File: src/rtl/fire_pkg.sv
// rtl/fire_pkg.sv - shared defaults and state type for the fire6 squeeze OFM writer
package fire_pkg;

  localparam int FIRE_WIDTH  = 16;
  localparam int FIRE_DSP_NO = 64;
  localparam int FIRE_WOUT   = 16;
  localparam int FIRE_ADDR_W = 14;

  typedef enum logic [1:0] {
    S_IDLE  = 2'd0,
    S_DRAIN = 2'd1,
    S_DONE  = 2'd2
  } ofm_state_t;

endpackage

File: src/rtl/ofm_serializer.sv
// rtl/ofm_serializer.sv - shadow bank that captures a pixel vector and muxes out one channel word
module ofm_serializer #(
  parameter int WIDTH  = 16,
  parameter int DSP_NO = 64,
  parameter int IDX_W  = $clog2(DSP_NO)
) (
  input  logic             clk,
  input  logic             load,
  input  logic [WIDTH-1:0] vector [0:DSP_NO-1],
  input  logic [IDX_W-1:0] index,
  output logic [WIDTH-1:0] word
);

  // Not reset: contents are only meaningful after a load.
  logic [WIDTH-1:0] shadow [0:DSP_NO-1];

  always_ff @(posedge clk) begin
    if (load) shadow <= vector;
  end

  assign word = shadow[index];

endmodule

File: src/rtl/fire6_squeeze_ofm_writer.sv
// rtl/fire6_squeeze_ofm_writer.sv - serialises squeeze-layer pixel vectors into a channel-major RAM image
module fire6_squeeze_ofm_writer
  import fire_pkg::*;
#(
  parameter int WIDTH  = FIRE_WIDTH,
  parameter int DSP_NO = FIRE_DSP_NO,
  parameter int WOUT   = FIRE_WOUT,
  parameter int ADDR_W = FIRE_ADDR_W
) (
  input  logic              clk,
  input  logic              rst,
  input  logic              sample_i,
  input  logic [WIDTH-1:0]  ofm_i [0:DSP_NO-1],
  output logic              ram_we_o,
  output logic [ADDR_W-1:0] ram_addr_o,
  output logic [WIDTH-1:0]  ram_data_o,
  output logic              ram_feedback_o,
  output logic              busy_o,
  output logic              done_o,
  output logic              overflow_o
);

  localparam int PIX_N = WOUT * WOUT;
  localparam int CH_W  = $clog2(DSP_NO);
  localparam int PIX_W = $clog2(PIX_N);

  ofm_state_t       state, state_nx;
  logic [CH_W-1:0]  chan;
  logic [PIX_W-1:0] pix;
  logic             load;
  logic             last_ch;
  logic             last_pix;
  logic             feedback_q, done_q, overflow_q;

  assign last_ch  = (chan == CH_W'(DSP_NO - 1));
  assign last_pix = (pix == PIX_W'(PIX_N - 1));

  always_comb begin
    state_nx = state;
    load     = 1'b0;
    case (state)
      S_IDLE: begin
        if (sample_i) begin
          load     = 1'b1;
          state_nx = S_DRAIN;
        end
      end
      S_DRAIN: begin
        if (last_ch) state_nx = last_pix ? S_DONE : S_IDLE;
      end
      S_DONE:  state_nx = S_DONE;
      default: state_nx = S_IDLE;
    endcase
  end

  always_ff @(posedge clk) begin
    if (rst) begin
      state      <= S_IDLE;
      chan       <= '0;
      pix        <= '0;
      feedback_q <= 1'b0;
      done_q     <= 1'b0;
      overflow_q <= 1'b0;
    end else begin
      state      <= state_nx;
      feedback_q <= (state == S_DRAIN) && (state_nx == S_DONE);
      if ((state == S_DRAIN) && (state_nx == S_DONE)) done_q <= 1'b1;
      if (state == S_DRAIN) begin
        chan <= last_ch ? '0 : chan + CH_W'(1);
        // pix saturates on the last pixel so the address never leaves the map
        if (last_ch && !last_pix) pix <= pix + PIX_W'(1);
        if (sample_i) overflow_q <= 1'b1;
      end
    end
  end

  ofm_serializer #(
    .WIDTH  (WIDTH),
    .DSP_NO (DSP_NO),
    .IDX_W  (CH_W)
  ) u_serializer (
    .clk    (clk),
    .load   (load),
    .vector (ofm_i),
    .index  (chan),
    .word   (ram_data_o)
  );

  assign ram_we_o       = (state == S_DRAIN);
  assign busy_o         = (state == S_DRAIN);
  assign ram_addr_o     = ADDR_W'(chan) * ADDR_W'(PIX_N) + ADDR_W'(pix);
  assign ram_feedback_o = feedback_q;
  assign done_o         = done_q;
  assign overflow_o     = overflow_q;

endmodule

File: config.mk
export PLATFORM = sky130hd
export DESIGN_NAME = fire6_squeeze_ofm_writer
export DESIGN_NICKNAME = d
export VERILOG_FILES = /design/src/rtl/fire_pkg.sv /design/src/rtl/ofm_serializer.sv /design/src/rtl/fire6_squeeze_ofm_writer.sv
export SDC_FILE = /design/constraint.sdc
export NUM_CORES = 1
export LEC_CHECK = 0
export ABC_AREA = 1
export BUFFER_PORTS_ARGS = -buffer_cell sky130_fd_sc_hd__buf_2
export CAP_MARGIN = 40
export CORE_AREA = 3 3 411 413
export CTS_CLUSTER_DIAMETER = 80
export DETAILED_ROUTE_END_ITERATION = 10
export DIE_AREA = 0 0 414 416
export GPL_ROUTABILITY_DRIVEN = 0
export HOLD_SLACK_MARGIN = 0.15
export REMOVE_ABC_BUFFERS = 1
export SYNTH_ARGS = -nofsm -noshare
export SYNTH_HDL_FRONTEND = slang
export SYNTH_SLANG_ARGS = --single-unit
File: constraint.sdc
create_clock -name clk -period 24.3 [get_ports clk]
set_clock_uncertainty 0.1 [all_clocks]
set_input_delay 4.86 -clock clk [delete_from_list [all_inputs] [get_ports clk]]
set_output_delay 4.86 -clock clk [all_outputs]
set_load 0.005 [all_outputs]
==> flow_summary.yaml <==
status:
  outcome: "finished clean"
place:
  dp_hpwl_um: 113000
  portBuffers: 1061
setup_path:
  slowest_delay_ns: 0.74
  r2r_cells: 9
  required_ns: 19.34
  crit_arrival_ns: 5.37
  r2r_start: "state[1]$_SDFF_PP0_"
  rrSetupSlack_ns: 18.88
  critPathLaunchType: "flip-flop"
  crit_fanout: 74
  slowest_stage: "buf_4"
  cp_cell_sequence: "inv_8, buf_4, buf_4, buf_4, nand2_1, nand2_1, nand2_1, nand3_1, nand3_1, nand2_1, nand2_1, nand2_1, inv_1, nand2_1, buf_2"
  cpMostUsedCell: "nand2_1"
  end_kind: "output port"
  setup.worst_path.class: "flip-flop to output port"
  r2r_end: "u_serializer.shadow[367]$_DFFE_PP_"
timing:
  rsz0062_at_grt: "false"
  finalSetupTns_ns: 0
  timing.slew.headroom_pct: 28.2
  fmax_mhz: 96.8
  setup_viol: 0
  worst_pin_slew_ns: 1.08
  finalMaxSlewViolations: 0
  hold_violations: 0
  fin_crit_sh_pct: 42.5
  fin_crit_ns: 10.33
power_and_ir_drop:
  ir_drop_mv: 0.0628
  power_density_nw_per_um2: 77.0
  p_leak_uw: 0.0240
drt:
  vias_per_cell: 4.44
  wl_um: 159000
  drtAntennaViolNets: 0
  vias: 33172
  firstDrtPassIters: 5
  wire_per_inst_um: 21.3
  first_iter_violations: 3299
  drc: 0
logic_synthesis:
  synth_compound_area_share_pct: 2.30
  synth_seq_cells: 1043
  yosysTopAreaCellShare_pct: 70.3
  synth_flop_cell: "edfxtp_1"
  synth_edf_count: 1024
  synth_xor_area_share_pct: 0.0401
  synth_cells: 4108
  synth-async-reset-ratio_pct: 0
  synth_fa_ha_area_share_pct: 0.0572
  yosys.area.top_type: "edfxtp_1"
  synth-simple-area-share_pct: 20.0
  synth_commonest_cells: "1,314 x nand2_1, 1,024 x edfxtp_1, 492 x inv_1"
  muxShareOfSynthArea_pct: 0
  synth.most_common_cell: "nand2_1"
  synth_top_family_by_area: "simple AND/OR/NAND/NOR gates"
  avgSynthCellArea_um2: 10.6
  ys_top_cells_by_area: "edfxtp_1 70%, nand2_1 11%, nand3_1 5.6%, inv_1 4.2%, nor2_1 2.8%"
  ys_types: 26
  ys_warn_count: 0
  synth_area_um2: 43700
  ys_seq_area_share_pct: 71.2
global_routing:
  grt_max_degree: 170
  grt_pass1_vias: 32005
  grt_pass1_wl_um: 221000
  gr-total-overflow: 0
  grt_usage_pct: 17.7
  antenna_found_initial: 89
clocking:
  clk_pin_slew_worst_paths_ns: 0.06
  root_buffer: "clkbuf_16"
  cts_tree: "done"
  clkLatencyLatePin_ns: 0.73
  holdBufCountCts: 0
  clockBufferDepth: 3
  cts_buffers: 114
  clock-sinks: 1043
  htree_levels: 3
  cts_setup_buffers: 0
  cts_resized: 0
final_layout:
  utilization_pct: 33.4
  seq_area_um2: 31100
  area_growth_pct: 26.3
  nNetsFinal: 6156
  layout-drive-gt1-share_pct: 24.8
  multiInputGateArea_um2: 9810
  fill_cells: 16803
floorplanning:
  num_rows: 149
  die_height_um: 416
  num_io_pins: 1062
  coreArea_um2: 165000
  initial_core_util_pct: 26.5
  fp.dieW_um: 414
  die-area_um2: 172000
hold_path:
  hp-class: "flip-flop to flip-flop"
  hold_end: "done_o$_SDFFE_PP0P_"
  hold_depth: 2
  hold_start: "done_o$_SDFFE_PP0P_"
flow_run:
  max_cap_violations: 0
==> critical path, delay by kind of cell (launching register included) <==
family | cells | cell delay (ns)
buffers and inverters | 6 | 2.65
DFF | 1 | 0.58
and+or+nand+nor | 9 | 1.07
==> cell usage in the layout, fill, tap and decap left out, types with 8 or more instances in the layout <==
| cell | instances |
|---|---|
| nor2_1 | 319 |
| nand3_1 | 491 |
| dfxtp_1 | 15 |
| diode_2 | 63 |
| clkbuf_16 | 116 |
| nand2_1 | 1314 |
| edfxtp_1 | 1024 |
| bufinv_16 | 8 |
| clkbuf_1 | 26 |
| or2_2 | 12 |
| clkinv_2 | 17 |
| inv_1 | 490 |
| clkinv_1 | 29 |
| buf_2 | 1061 |
| buf_4 | 43 |
| a21oi_1 | 43 |
| o21ai_0 | 149 |
==> worst max-delay path by stage <==
stage / start / end / slack, ns
after global routing: chan[0]$_SDFFE_PP0P_ / ram_data_o[7] / 13.57
after detailed placement: sample_i / u_serializer.shadow[131]$_DFFE_PP_ / 14.33
final: chan[0]$_SDFFE_PP0P_ / ram_data_o[7] / 13.97
after global placement: sample_i / u_serializer.shadow[126]$_DFFE_PP_ / 13.80
after floorplan: chan[0]$_SDFFE_PP0P_ / ram_data_o[0] / -2.28
after CTS: chan[0]$_SDFFE_PP0P_ / ram_data_o[7] / 13.91
==> sequential cells by signal, indices dropped and copies added, names as in the netlist <==
name and count:
chan 6, overflow_o 1, pix 8, done_o 1, u_serializer.shadow 1024, state 2
ram_feedback_o 1
==> per-layer routing <==
metal,wire [um],GRT usage [%],share of wire (%)
met3,11100,3.93,7.0
met2,80800,30.8,51
met5,116,0,0.073
met4,5450,6.96,3.4
met1,61600,21.4,39
==> power breakdown <==
group | internal (uW) | leakage, uW | total, uW | switching, uW
combinational | 143 | 0.0123 | 412 | 269
clock | 959 | 0.00174 | 1690 | 728
sequential | 2120 | 0.00996 | 2150 | 36.1
total | 3220 | 0.0240 | 4250 | 1030
==> final cells by class <==
type                       count  area share (%)
sequential                  1043            56.4
multi-input combinational   2355            17.8
timing repair buffer        1114            10.6
clock buffer                 142            5.43
tap                         2189            4.96
inverter                     499            3.45
clock inverter                67            1.07
antenna                       63           0.286
==> cells by family after synthesis <==
kind of cell,after synthesis
xor gates and xnor gates,2
DFF,1043
and+or+nand+nor,2151
AOI/OAI and AO/OA,200
buffers and inverters,710
adders and majority gates,2
==> per-stage QoR <==
step / hold slack (ns) / cell area [um^2] / std cells / setup slack [ns] / total power (uW)
after global routing: 0.368 / 55200 / 7457 / 13.57 / 4420
after detailed placement: 0.341 / 51500 / 7200 / 14.33 / 2600
after global placement: 0.338 / 51300 / 7194 / 13.80 / 2590
after CTS: 0.353 / 55100 / 7409 / 13.91 / 4290
final: 0.348 / 55200 / 7472 / 13.97 / 4250
after floorplan: 0.337 / 42800 / 3897 / -2.28 / 2540
(Power assumes the default switching activity.)
